<file path="src/rtl/mul_sequencer.sv">
// mul_sequencer: microcode sequencer that drives the 12-bit opcode input of
// the control datapath with a fixed shift-and-add multiply program.
// On a start pulse in IDLE it loads X->B and Y->C, then runs ITER iterations
// of shift / accumulate / write-back. On the final iteration it can insert a
// two's-complement of B when C's sign bit is set.
// Every program step holds its opcode for STEP_CYCLES clocks. All outputs are
// registered.

module mul_sequencer #(
  parameter int STEP_CYCLES = 4,  // clocks per opcode, >= 2
  parameter int ITER        = 5   // multiply iterations, 1..7
) (
  input  logic        clk,
  input  logic        rst_n,
  input  logic        start,
  input  logic        c_msb,
  output logic [11:0] opcode,
  output logic        busy,
  output logic        done,
  output logic [2:0]  iter
);

  // Width of the per-step clock counter.
  localparam int CNT_W = $clog2(STEP_CYCLES);
  localparam logic [CNT_W-1:0] CNT_LAST  = CNT_W'(STEP_CYCLES - 1);
  localparam logic [2:0]       ITER_LAST = 3'(ITER - 1);

  // Opcode constants understood by the control datapath.
  localparam logic [11:0] IDLE_OP    = 12'h009;
  localparam logic [11:0] LD_XB      = 12'h00B;
  localparam logic [11:0] LD_YC      = 12'h00C;
  localparam logic [11:0] AND_LSB    = 12'h205;
  localparam logic [11:0] SHL_B      = 12'h213;
  localparam logic [11:0] SHR_C      = 12'h02A;
  localparam logic [11:0] MOV_BO_B   = 12'h84B;
  localparam logic [11:0] NEG_B      = 12'h218;
  localparam logic [11:0] MOV_AO_A   = 12'h809;
  localparam logic [11:0] AND_LSB_CO = 12'h385;
  localparam logic [11:0] MOV_AO_C   = 12'h42C;
  localparam logic [11:0] ADD        = 12'h000;
  localparam logic [11:0] MOV_CO_C   = 12'h48C;

  // Program states, in issue order.
  typedef enum logic [3:0] {
    IDLE,
    S_LDB,
    S_LDC,
    S_AND0,
    S_SHL,
    S_SHR,
    S_PRENEG,
    S_NEG,
    S_MOVA,
    S_MOVB,
    S_ANDC,
    S_MOVC,
    S_ADD,
    S_MOVCO,
    DONE
  } state_t;

  state_t           state;
  logic [CNT_W-1:0] cnt;
  logic             last_iter;
  logic             step_end;
  state_t           nxt;

  // Opcode that goes with each state.
  function automatic logic [11:0] op_of(input state_t s);
    // NOTE: the default arm makes the decode total, so a case like this never
    // infers a latch when it is reused from combinational code.
    case (s)
      S_LDB:    op_of = LD_XB;
      S_LDC:    op_of = LD_YC;
      S_AND0:   op_of = AND_LSB;
      S_SHL:    op_of = SHL_B;
      S_SHR:    op_of = SHR_C;
      S_PRENEG: op_of = MOV_BO_B;
      S_NEG:    op_of = NEG_B;
      S_MOVA:   op_of = MOV_AO_A;
      S_MOVB:   op_of = MOV_BO_B;
      S_ANDC:   op_of = AND_LSB_CO;
      S_MOVC:   op_of = MOV_AO_C;
      S_ADD:    op_of = ADD;
      S_MOVCO:  op_of = MOV_CO_C;
      default:  op_of = IDLE_OP;
    endcase
  endfunction

  // True for every state that is part of the program proper.
  function automatic logic in_prog(input state_t s);
    in_prog = (s != IDLE) && (s != DONE);
  endfunction

  // Successor state. It is used only when the current step ends.
  function automatic state_t next_of(input state_t s, input logic start_i,
                                     input logic last_i, input logic msb_i);
    case (s)
      IDLE:     next_of = start_i ? S_LDB : IDLE;
      S_LDB:    next_of = S_LDC;
      S_LDC:    next_of = S_AND0;
      S_AND0:   next_of = S_SHL;
      S_SHL:    next_of = S_SHR;
      // The final iteration negates B when C is negative. c_msb is looked at
      // only on this one cycle.
      S_SHR:    next_of = (last_i && msb_i) ? S_PRENEG : S_MOVA;
      S_PRENEG: next_of = S_NEG;
      S_NEG:    next_of = S_MOVA;
      S_MOVA:   next_of = S_MOVB;
      S_MOVB:   next_of = S_ANDC;
      S_ANDC:   next_of = S_MOVC;
      S_MOVC:   next_of = S_ADD;
      S_ADD:    next_of = S_MOVCO;
      S_MOVCO:  next_of = last_i ? DONE : S_SHL;
      default:  next_of = IDLE;
    endcase
  endfunction

  assign last_iter = (iter == ITER_LAST);
  assign nxt       = next_of(state, start, last_iter, c_msb);

  // The current state ends its step in this cycle. IDLE ends only on start,
  // DONE always lasts one cycle, and program states last STEP_CYCLES clocks.
  assign step_end = (state == IDLE) ? start :
                    (state == DONE) ? 1'b1 :
                    (cnt == CNT_LAST);

  // Sequencer FSM: state, step counter, iteration index and registered outputs.
  // NOTE: all state is assigned with <= so that every register samples the
  // values from before the edge, whatever order the statements are in.
  always_ff @(posedge clk or negedge rst_n) begin
    if (!rst_n) begin
      state  <= IDLE;
      cnt    <= '0;
      iter   <= '0;
      opcode <= IDLE_OP;
      busy   <= 1'b0;
      done   <= 1'b0;
    end else if (step_end) begin
      state  <= nxt;
      cnt    <= '0;
      opcode <= op_of(nxt);
      busy   <= in_prog(nxt);
      done   <= (nxt == DONE);
      if (state == IDLE) begin
        iter <= '0;
      end else if (state == S_MOVCO && !last_iter) begin
        iter <= iter + 3'd1;
      end
    end else if (in_prog(state)) begin
      cnt <= cnt + CNT_W'(1);
    end
  end

endmodule

</file>
<file path="config.mk">
export PLATFORM = sky130hd
export DESIGN_NAME = mul_sequencer
export DESIGN_NICKNAME = d
export VERILOG_FILES = /design/src/rtl/mul_sequencer.sv
export SDC_FILE = /design/constraint.sdc
export NUM_CORES = 1
export LEC_CHECK = 0
export BUFFER_PORTS_ARGS = -buffer_cell sky130_fd_sc_hd__buf_2
export CAP_MARGIN = 20
export CORE_ASPECT_RATIO = 1.1
export CORE_MARGIN = 2
export CORE_UTILIZATION = 45
export DETAILED_ROUTE_END_ITERATION = 8
export GPL_TIMING_DRIVEN = 0
export PLACE_DENSITY = 0.63
export SKIP_LAST_GASP = 1
export SYNTH_ARGS = -nofsm -noshare
export SYNTH_HDL_FRONTEND = slang
export SYNTH_SLANG_ARGS = --single-unit
</file>
<file path="constraint.sdc">
create_clock -name clk -period 4.6 [get_ports clk]
set_input_delay 0.92 -clock clk [delete_from_list [all_inputs] [get_ports clk]]
set_output_delay 0.92 -clock clk [all_outputs]
set_load 0.05 [all_outputs]
</file>
==> metrics.yaml <==
global_route:
  first_global_vias: 1397
  grt_pass1_wl_um: 6500
  antenna_found_initial: 0
  grt_usage_pct: 21.5
  grt_max_degree: 24
  grt_overflow: 0
setup_path:
  required_ns: 4.84
  cp-end-kind: "flop"
  startpoint_type: "flop"
  arrival_ns: 3.06
  crit_fanout: 10
  crit_path_frequent_cell: "o21ai_0"
  critPathMaxStageDelay_ns: 0.50
  critPathSlowestCell: "nor3_1"
  crit_chain: "buf_4, buf_2, or3_1, nor2_1, nor3_1, inv_1, ha_1, clkbuf_1, nor2b_1, o21ai_0, o21ai_0, o21ai_0, o221ai_1"
  critical_path_class: "flop to flop"
logic_synthesis:
  ys_warn_count: 0
  synth-edff-count: 0
  synth.distinct_cells: 46
  syn_inst: 175
  ys.flop_type: "dfrtp_1"
  synthArstFlopShare_pct: 100
  ys_ff_latch: 23
  yosysSeqAreaShare_pct: 37.6
  syn_avg_cell_area_sq_um: 8.79
  synth_area_sq_mm: 0.00154
  syn_nets: 188
timing:
  finalHoldViolations: 0
  finalSetupViolCount: 0
  max_slew.worst_pin.slew_ns: 0.595
  period_share_pct: 61.4
  fin_setup_tns_ns: 0
  fmax_ghz: 0.354
  hold_ws_ns: 0.495
  max_slew_margin_pct: 60.1
  fin_crit_ns: 2.83
  drv_slew: 0
  rsz0062_at_grt: "false"
  fin_worst_skew_ns: 0.00360
layout:
  multiInputGateArea_sq_um: 833
  final_area_sq_mm: 0.00171
  seq_area_sq_um: 578
  antenna_cells: 0
  nNetsFinal: 213
  drive_gt1_share_pct: 22.1
  fill_cells: 333
  syn_to_final_growth_pct: 11.1
floorplanning:
  die_w_um: 59.8
  core_sq_mm: 0.00330
  die_height_um: 65.3
  num_rows: 22
  io_pins: 21
  fp.dieArea_sq_mm: 0.00390
  initial_utilization_pct: 46.6
clock_network:
  cts_inserted_buffers: 3
  path_clk_slew_ns: 0.12
  htreeDepth: 1
  cts_sinks: 23
  post-cts-setup-buffers: 0
  cts_tree: "done"
  ctsResizeCount: 0
  cts_root_buf: "clkbuf_4"
  hold_buffers: 0
  cts_buffer_depth: 2
  worstSkewPairLatency_ns: 0.31
place:
  gp_congestion: 0.860
  port_buffers: 20
  dpl.hpwl_um: 2770
  placed_area_sq_mm: 0.00168
route:
  wl_per_cell_um: 15.6
  dr_wl_met2_um: 1880
  drtAntennaViolNets: 0
  dr_wl_met3_um: 113
  remaining_drc_errors: 0
  drt_wl_total_um: 3670
  drt_iter0_markers: 62
  vias: 1357
  top_layer_used: "met4"
  avgViaCountPerCell: 5.77
  first_pass_iters: 4
  wirelength_met1_um: 1610
outcome:
  status: "finished, final reports clean"
hold_path:
  hold_class: "flop to flop"
run:
  maxCapViolations: 0
[worst paths after layout]
kind / from / to / slack [ns] / cells past startpoint
max in group asynchronous: rst_n / opcode[0] / 3.67 / 1
setup / recovery: state[2] / opcode[0] / 1.77 / 13
min in group asynchronous: rst_n / cnt[1] / 0.56 / 1
hold / removal: done / done / 0.49 / 2
hold reg to reg: done / done / 0.49 / 2
setup reg to reg: state[2] / opcode[0] / 1.77 / 13
[placed cells by master (no fill, tap or decap), drive strengths merged, types with 2 or more instances in the layout]
| master | synthesis | routed |
|---|---|---|
| a211oi | 2 | 2 |
| a21boi | 4 | 4 |
| a21oi | 12 | 12 |
| a22o | 2 | 2 |
| a22oi | 2 | 2 |
| a31o | 2 | 2 |
| and2 | 3 | 3 |
| and3 | 3 | 3 |
| buf | 11 | 31 |
| clkbuf | 1 | 5 |
| dfrtp | 21 | 21 |
| dfstp | 2 | 2 |
| ha | 9 | 9 |
| inv | 9 | 9 |
| nand2 | 24 | 24 |
| nand3 | 6 | 6 |
| nand4 | 4 | 4 |
| nor2 | 13 | 13 |
| nor2b | 4 | 4 |
| nor3 | 6 | 6 |
| o21ai | 15 | 15 |
| o221ai | 2 | 2 |
| o22ai | 2 | 2 |
| o31ai | 2 | 2 |
| o32a | 2 | 2 |
[layer usage]
layer	track usage, %	vias up
met4	8.06	0
met5	0	-
li1	-	670
met1	27.3	649
met3	2.76	8
met2	36.4	30
[worst max-delay path, delay by kind of cell, from the launching register on]
kind                     cells  cell delay [ns]
AND/OR/NAND/NOR              4             0.91
adder cells (fa/ha/maj)      1             0.24
flip-flops                   1             0.34
AO/OA/AOI/OAI                4             0.45
buffers and inverters        4             0.80
[sequential cells by signal (all words and copies together) (netlist names)]
signal and flops:
opcode 12, done 1, busy 1, cnt 2, iter 3, state 4
[cell families after synthesis]
family	Yosys count	share of synthesized area, %
flops	23	37.6
compound gates	52	22.6
buf+inv	21	8.29
mux	1	0.650
xor+xnor	1	0.569
fa+ha+maj	9	7.32
simple gates	68	23.0
[stage by stage]
step           setup slack, ns  util, %  std cells
4_1_cts                   1.80     51.8        235
5_1_grt                   1.49     51.8        235
6_report                  1.77     51.8        235
3_3_place_gp              1.72     51.0        231
2_1_floorplan             2.07        -        175
3_5_place_dp              1.65     51.0        231
[area by class of cell]
class	count	share of cell area, %
plain buffers	12	5.49
inverters	9	1.98
clock buffers	4	1.54
flip-flops and latches	23	33.8
well taps	36	2.63
repair buffers	20	5.85
multi-input cells	131	48.7
[cell usage after synthesis (all sizes together) (3+ instances only)]
master | count | area share [%]
o21ai | 15 | 4.9
buf | 11 | 5.9
nand2 | 24 | 6.0
nor3 | 6 | 2.0
nor2b | 4 | 2.1
inv | 9 | 2.2
dfrtp | 21 | 34
nand3 | 6 | 2.0
and3 | 3 | 1.5
and2 | 3 | 1.3
nor2 | 13 | 3.2
nand4 | 4 | 1.6
ha | 9 | 7.3
a21boi | 4 | 2.0
a21oi | 12 | 3.9
Power is left out: the tool's default activity adds up to more than one toggle a clock period on the data nets, which glitch-free logic cannot reach.
